===== src/rtl/multi_cycle_ctrl.sv =====
// Stage sequencer for the multi-cycle core: FETCH/DECODE/EXECUTE/MEMORY/WRITEBACK
// with fetch and load/store handshakes, halt-on-ebreak, bus watchdog and retire counter.
module multi_cycle_ctrl #(
   parameter int unsigned TIMEOUT = 256,
   parameter int unsigned CNT_W   = 32
) (
   input  logic             clk,
   input  logic             rst_n,
   output logic             ifu_req,
   input  logic             ifu_rvalid,
   input  logic             is_load,
   input  logic             is_store,
   input  logic             is_ebreak,
   output logic             lsu_req,
   output logic             lsu_wen,
   input  logic             lsu_rvalid,
   output logic             commit,
   output logic             pc_wen,
   output logic [2:0]       state_o,
   output logic             halted,
   output logic             timeout_err,
   output logic [CNT_W-1:0] retired_cnt
);

   typedef enum logic [2:0] {
      ST_IDLE      = 3'd0,
      ST_FETCH     = 3'd1,
      ST_DECODE    = 3'd2,
      ST_EXECUTE   = 3'd3,
      ST_MEMORY    = 3'd4,
      ST_WRITEBACK = 3'd5,
      ST_HALT      = 3'd6
   } state_t;

   localparam logic [15:0] WAIT_LAST = 16'(TIMEOUT - 1);

   state_t           state_r;
   state_t           state_nxt_s;
   logic [15:0]      wait_cnt_r;
   logic             wait_last_s;
   logic             timeout_hit_s;
   logic             timeout_err_r;
   logic [CNT_W-1:0] retired_cnt_r;

   // Next-state decode; a response on the last allowed wait cycle beats the watchdog
   always_comb begin
      state_nxt_s   = state_r;
      timeout_hit_s = 1'b0;
      wait_last_s   = (wait_cnt_r == WAIT_LAST);
      case (state_r)
         ST_IDLE: begin
            state_nxt_s = ST_FETCH;
         end
         ST_FETCH: begin
            if (ifu_rvalid) begin
               state_nxt_s = ST_DECODE;
            end else if (wait_last_s) begin
               state_nxt_s   = ST_HALT;
               timeout_hit_s = 1'b1;
            end else begin
               state_nxt_s = ST_FETCH;
            end
         end
         ST_DECODE: begin
            if (is_ebreak) begin
               state_nxt_s = ST_HALT;
            end else begin
               state_nxt_s = ST_EXECUTE;
            end
         end
         ST_EXECUTE: begin
            if (is_load || is_store) begin
               state_nxt_s = ST_MEMORY;
            end else begin
               state_nxt_s = ST_WRITEBACK;
            end
         end
         ST_MEMORY: begin
            if (lsu_rvalid) begin
               state_nxt_s = ST_WRITEBACK;
            end else if (wait_last_s) begin
               state_nxt_s   = ST_HALT;
               timeout_hit_s = 1'b1;
            end else begin
               state_nxt_s = ST_MEMORY;
            end
         end
         ST_WRITEBACK: begin
            state_nxt_s = ST_FETCH;
         end
         ST_HALT: begin
            state_nxt_s = ST_HALT;
         end
         default: begin
            state_nxt_s = ST_HALT;
         end
      endcase
   end

   // State register
   always_ff @(posedge clk or negedge rst_n) begin
      if (!rst_n) begin
         state_r <= ST_IDLE;
      end else begin
         state_r <= state_nxt_s;
      end
   end

   // Wait counter: restarts on every state change, counts only while a bus wait is held
   always_ff @(posedge clk or negedge rst_n) begin
      if (!rst_n) begin
         wait_cnt_r <= 16'd0;
      end else if (state_nxt_s != state_r) begin
         wait_cnt_r <= 16'd0;
      end else if ((state_r == ST_FETCH) || (state_r == ST_MEMORY)) begin
         wait_cnt_r <= wait_cnt_r + 16'd1;
      end else begin
         wait_cnt_r <= 16'd0;
      end
   end

   // Sticky watchdog flag
   always_ff @(posedge clk or negedge rst_n) begin
      if (!rst_n) begin
         timeout_err_r <= 1'b0;
      end else if (timeout_hit_s) begin
         timeout_err_r <= 1'b1;
      end else begin
         timeout_err_r <= timeout_err_r;
      end
   end

   // Retired-instruction counter, wraps naturally
   always_ff @(posedge clk or negedge rst_n) begin
      if (!rst_n) begin
         retired_cnt_r <= {CNT_W{1'b0}};
      end else if (state_r == ST_WRITEBACK) begin
         retired_cnt_r <= retired_cnt_r + CNT_W'(1);
      end else begin
         retired_cnt_r <= retired_cnt_r;
      end
   end

   // Outputs are pure decodes of state; a store wins when both load and store are flagged
   assign ifu_req     = (state_r == ST_FETCH);
   assign lsu_req     = (state_r == ST_MEMORY);
   assign lsu_wen     = (state_r == ST_MEMORY) & is_store;
   assign commit      = (state_r == ST_WRITEBACK);
   assign pc_wen      = (state_r == ST_WRITEBACK);
   assign halted      = (state_r == ST_HALT);
   assign state_o     = state_r;
   assign timeout_err = timeout_err_r;
   assign retired_cnt = retired_cnt_r;

endmodule


===== config.mk =====
export PLATFORM = sky130hd
export DESIGN_NAME = multi_cycle_ctrl
export DESIGN_NICKNAME = d
export VERILOG_FILES = /design/src/rtl/multi_cycle_ctrl.sv
export SDC_FILE = /design/constraint.sdc
export NUM_CORES = 1
export LEC_CHECK = 0
export BUFFER_PORTS_ARGS = -buffer_cell sky130_fd_sc_hd__buf_2
export CORE_ASPECT_RATIO = 1.2
export CORE_MARGIN = 5
export CORE_UTILIZATION = 41
export CTS_CLUSTER_DIAMETER = 80
export DETAILED_ROUTE_END_ITERATION = 8
export SYNTH_ARGS = -nofsm -noshare
export SYNTH_HDL_FRONTEND = slang
export SYNTH_SLANG_ARGS = --single-unit

===== constraint.sdc =====
create_clock -name clk -period 2.85 [get_ports clk]
set_input_delay 0.4275 -clock clk [delete_from_list [all_inputs] [get_ports clk]]
set_output_delay 0.4275 -clock clk [all_outputs]
set_load 0.005 [all_outputs]

* Word-level counts from Yosys, hierarchy flattened
Index checks and enable logic that the tools add are counted.
** Storage, ports and cells
- Register bits :: 52
- Output and inout port bits :: 42
- Word-level logic and storage cells :: 32
** Cells by class
- $add $sub $neg :: 2
- Equal/unequal tests :: 8
- Mux-type cells :: 13
- Bitwise logic cells :: 1
- Reductions and logical operators :: 4
** Operators by type and width (count)
- 32-bit by 1-bit adder with 32-bit output, second input constant :: 1
- 16-bit two-way mux :: 2
- 16-bit by 1-bit adder with 16-bit output, second input constant :: 1
- 16-bit by 8-bit equality test with 1-bit output, second input constant :: 1
- 3-bit one-hot mux with 5 select lines :: 1
- 3-bit equality test, second input constant :: 3
- 3-bit two-way mux :: 3
- 3-bit by 2-bit equality test with 1-bit output, second input constant :: 2
- 1-bit two-way mux :: 4
- 2-bit two-way mux :: 2
- 3-bit by 1-bit equality test with 1-bit output, second input constant :: 1
- 3-bit zero test :: 1
- 3-bit != test :: 1
- 1-bit logical OR :: 2
- 1-bit one-hot mux with 2 select lines :: 1
- 2-bit OR reduction :: 1
- 1-bit bitwise AND :: 1

* Depth between registers and ports, before layout
- Depth after elaboration :: 6
- Depth in mapped cells :: 6

* Worst setup path after synthesis
OpenSTA, ideal clock, no wires.
- Kind :: flip-flop to flip-flop
- From :: register wait_cnt_r[12]
- To :: register wait_cnt_r[7]
- Data arrival time :: 1.892 ns
- Path slack :: 0.839 ns
- Cell stages (with the launch flop) :: 6
- Buffers on the path :: 1
- Clock period less this slack :: 2.011 ns
- Cells stage by stage :: dfrtp_1 -> or4_1 -> or4_4 -> o21ai_4 -> buf_6 -> nor2_2
** On the way
- Longest elaborated chain between the ends :: 6
- Elaborated cells on any way between the ends :: 8
** RTL lines
- start, declared :: RTL line 39 : logic [15:0] wait_cnt_r;
- start signal, assigned :: RTL line 116 : wait_cnt_r <= wait_cnt_r + 16'd1;
- 16-bit by 8-bit equality test with 1-bit output * :: RTL line 49 : wait_last_s = (wait_cnt_r == WAIT_LAST);
- 3-bit two-way mux / 2-bit two-way mux (equally long branches) :: RTL line 57, 81
- 3-bit two-way mux / 2-bit two-way mux (equally long branches) :: RTL line 55, 79
- 3-bit one-hot mux with 5 select lines * :: RTL line 50 : case (state_r)
- 3-bit != test * :: RTL line 113 : end else if (state_nxt_s != state_r) begin
- 16-bit two-way mux * :: RTL line 113
Mark *: on every way between the ends. The rest lies on a longest branch, timed or not.
A chain may end at the register's enable or synchronous reset.

* Final worst setup path
- From :: register wait_cnt_r[12]
- To :: register wait_cnt_r[6]
Same word-level chain as after synthesis.

==> run metrics <==
fillers=568; Initial Util=a little over two fifths; CTS Buf Count=5; gpl congestion=a little over 0.7; commonest non-fill, non-tap cell in the layout=dfrtp_1; number of synthesized register bits=52; VDD IR max=roughly 0.22 mV; Reg2Reg Depth=4; first-pass GRT wire length=around 8200 µm; number of global-route vias before repair=1837; WL/cell=around 13 µm; DRT iter0 DRCs=88; largest net degree at the start of global routing=45; final WL=around 4900 µm; Inst Count DP=about 370; Core ar.=between 6000 and 7000 µm²; Antenna Nets Post-Route=0; final hold violation count=0; worst path cell trace=or4_1, or4_4, o21ai_4, nor2_1; CTS root buf=clkbuf_8; Reg clk slew, reported paths=approximately 100 ps; CP startpoint kind=flop; vias=between 1500 and 2000; die height=95.7 µm; Avg Cell Area, Syn=about 11 µm²; final slew viol count=0; Critical Path AT=2420 ps; post-synthesis sequential area ratio=between 50% and 60%; multi-input logic area=approximately 1100 µm²; latest clock arrival within the worst-skew pair=roughly 300 ps; Die Wd=81.4 µm; hold path depth=2; IO Port Bufs=48; area delta synth->final=17.7%; total number of H-tree levels=2; Die Area=7790 µm²; slowest stage delay, CP=between 500 and 600 ps; Buf/Inv on CP=0; Final min period=between 2000 and 2500 ps; CTS tree=yes; Setup Viol. Count Final=0; ant diodes=0; Worst Skew=between 10 and 15 ps; crit path kind=flop to flop; crit share post-route=about four fifths; sequential standard cell area=about 1300 µm²; critical path's slowest cell=or4_1; fmax=approximately 440 MHz; CP Max Fanout=16; io pins=49; Finished Layout Cells=roughly 380; Worst Tran Pin Value=about 640 ps; Slew headroom=between 50% and 60%; run status=completed; max cap viols=0; Yosys warning total=0; static leakage=around 1.3 nW; Initial DRT Pass Iterations=6; Required @ worst endpoint=about 3000 ps; ratio of cells with drive above 1 in the final layout=between 20% and 30%; row count=31; CTS max path bufs=2; instance count on the critical path=4; total gr overflow=0; critical path's top delay family=simple AND/OR/NAND/NOR gates; initial antenna violation count=0; setup TNS=0 ps; cells after synthesis=around 240; Clock Sink Count=52; most frequent cells in the layout=dfrtp_1 (52), buf_2 (48), xnor2_1 (40); Synthesized Nets=about 250; Via density=~5.0; crit end category=flop; Detail Placement HPWL=between 3000 and 4000 µm; RSZ-0062 raised after global routing=no; post-synth cell types=37; worst min path class=primary input to flop; nets@finish=around 300; mapped cell area=around 2500 µm²; DR DRC count=0; PD cells=about 400 nW/µm²; GRT Resource Usage Total=13.7%
## per-layer routing
metal	global-route usage [%]	up-vias	wire length [µm]
met5	0	-	0
met4	4.23	0	63
met3	3.50	6	263
met2	24.3	37	2400
met1	15.9	897	2200
li1	-	939	-
## area by class of cell
| cell class | instances | share of cell area [%] |
|---|---|---|
| timing repair buffer | 54 | 9.75 |
| tap | 82 | 3.48 |
| clock buffer | 6 | 2.46 |
| inverter | 9 | 1.14 |
| clock inverter | 2 | 0.551 |
| sequential | 52 | 44.1 |
| multi-input combinational | 170 | 38.5 |
## path summary, 6_finish.rpt
| check | start | to | slack, ps |
|---|---|---|---|
| setup / recovery | wait_cnt_r[12] | wait_cnt_r[6] | 600 |
| hold / removal | ifu_rvalid | state_o[0] | 340 |
| setup reg to reg | wait_cnt_r[12] | wait_cnt_r[6] | 600 |
| hold reg to reg | retired_cnt[31] | retired_cnt[31] | 480 |
| max in group asynchronous | rst_n | wait_cnt_r[3] | 1560 |
| min in group asynchronous | rst_n | retired_cnt[9] | 500 |
## where the power goes
| group | switching (mW) | total (mW) | internal, mW |
|---|---|---|---|
| Sequential | 0.00000206 | 0.737 | 0.737 |
| Combinational | 0.0174 | 0.0237 | 0.00628 |
| Clock | 0.243 | 0.419 | 0.175 |
## registers in the layout, summed over array words and instances (netlist names)
name	count
retired_cnt	32
state_o	3
timeout_err	1
wait_cnt_r	16
## cell families (layout without fill, tap and decap cells)
group / count (synthesis) / after routing / synth area share (%)
and+or+nand+nor: 111 / 111 / 24.9
AOI/OAI and AO/OA: 11 / 11 / 3.24
xor gates and xnor gates: 45 / 45 / 15.7
buffers and inverters: 15 / 71 / 2.74
muxes: 1 / 1 / 0.449
DFF: 52 / 52 / 51.9
adders and majority gates: 2 / 2 / 0.998
## stage by stage
step	worst slack, ps	instance area, µm²	power (mW)	utilization (%)	hold WS [ps]
after floorplan	839	2510	0.755	-	132
after global placement	631	2850	0.776	47.5	289
after detailed placement	578	2850	0.776	47.5	287
after CTS	575	2950	1.20	49.1	327
after global routing	491	2950	1.24	49.1	337
final	596	2950	1.18	49.1	340
## synth_stat cells (all sizes together)
library cell	n	area share, %
a21o	1	0.30
a21oi	3	0.60
and2	2	0.50
and3	7	1.7
and4	4	1.4
buf	3	0.95
clkbuf	3	0.45
dfrtp	52	52
ha	2	1.0
inv	9	1.3
mux2	1	0.45
nand2	15	2.2
nand2b	1	0.25
nand3	13	2.6
nand3b	1	0.30
nand4	19	4.7
nand4b	2	0.70
nor2	26	4.9
nor2b	1	0.25
nor3	9	1.8
nor3b	1	0.30
nor4	5	1.5
o211ai	2	0.60
o21ai	3	1.0
o311ai	1	0.35
o41ai	1	0.35
or3b	2	0.70
or4	3	1.0
xnor2	40	14
xor2	5	1.7
## what timing repair did
item | in CTS | in global routing
hold buffers | 1 | 0
resized for setup | 0 | 0
setup buffers | 0 | 0
endpoints found under the hold margin | 8 | 0
Note: power is estimated with default switching activity, not from simulation.
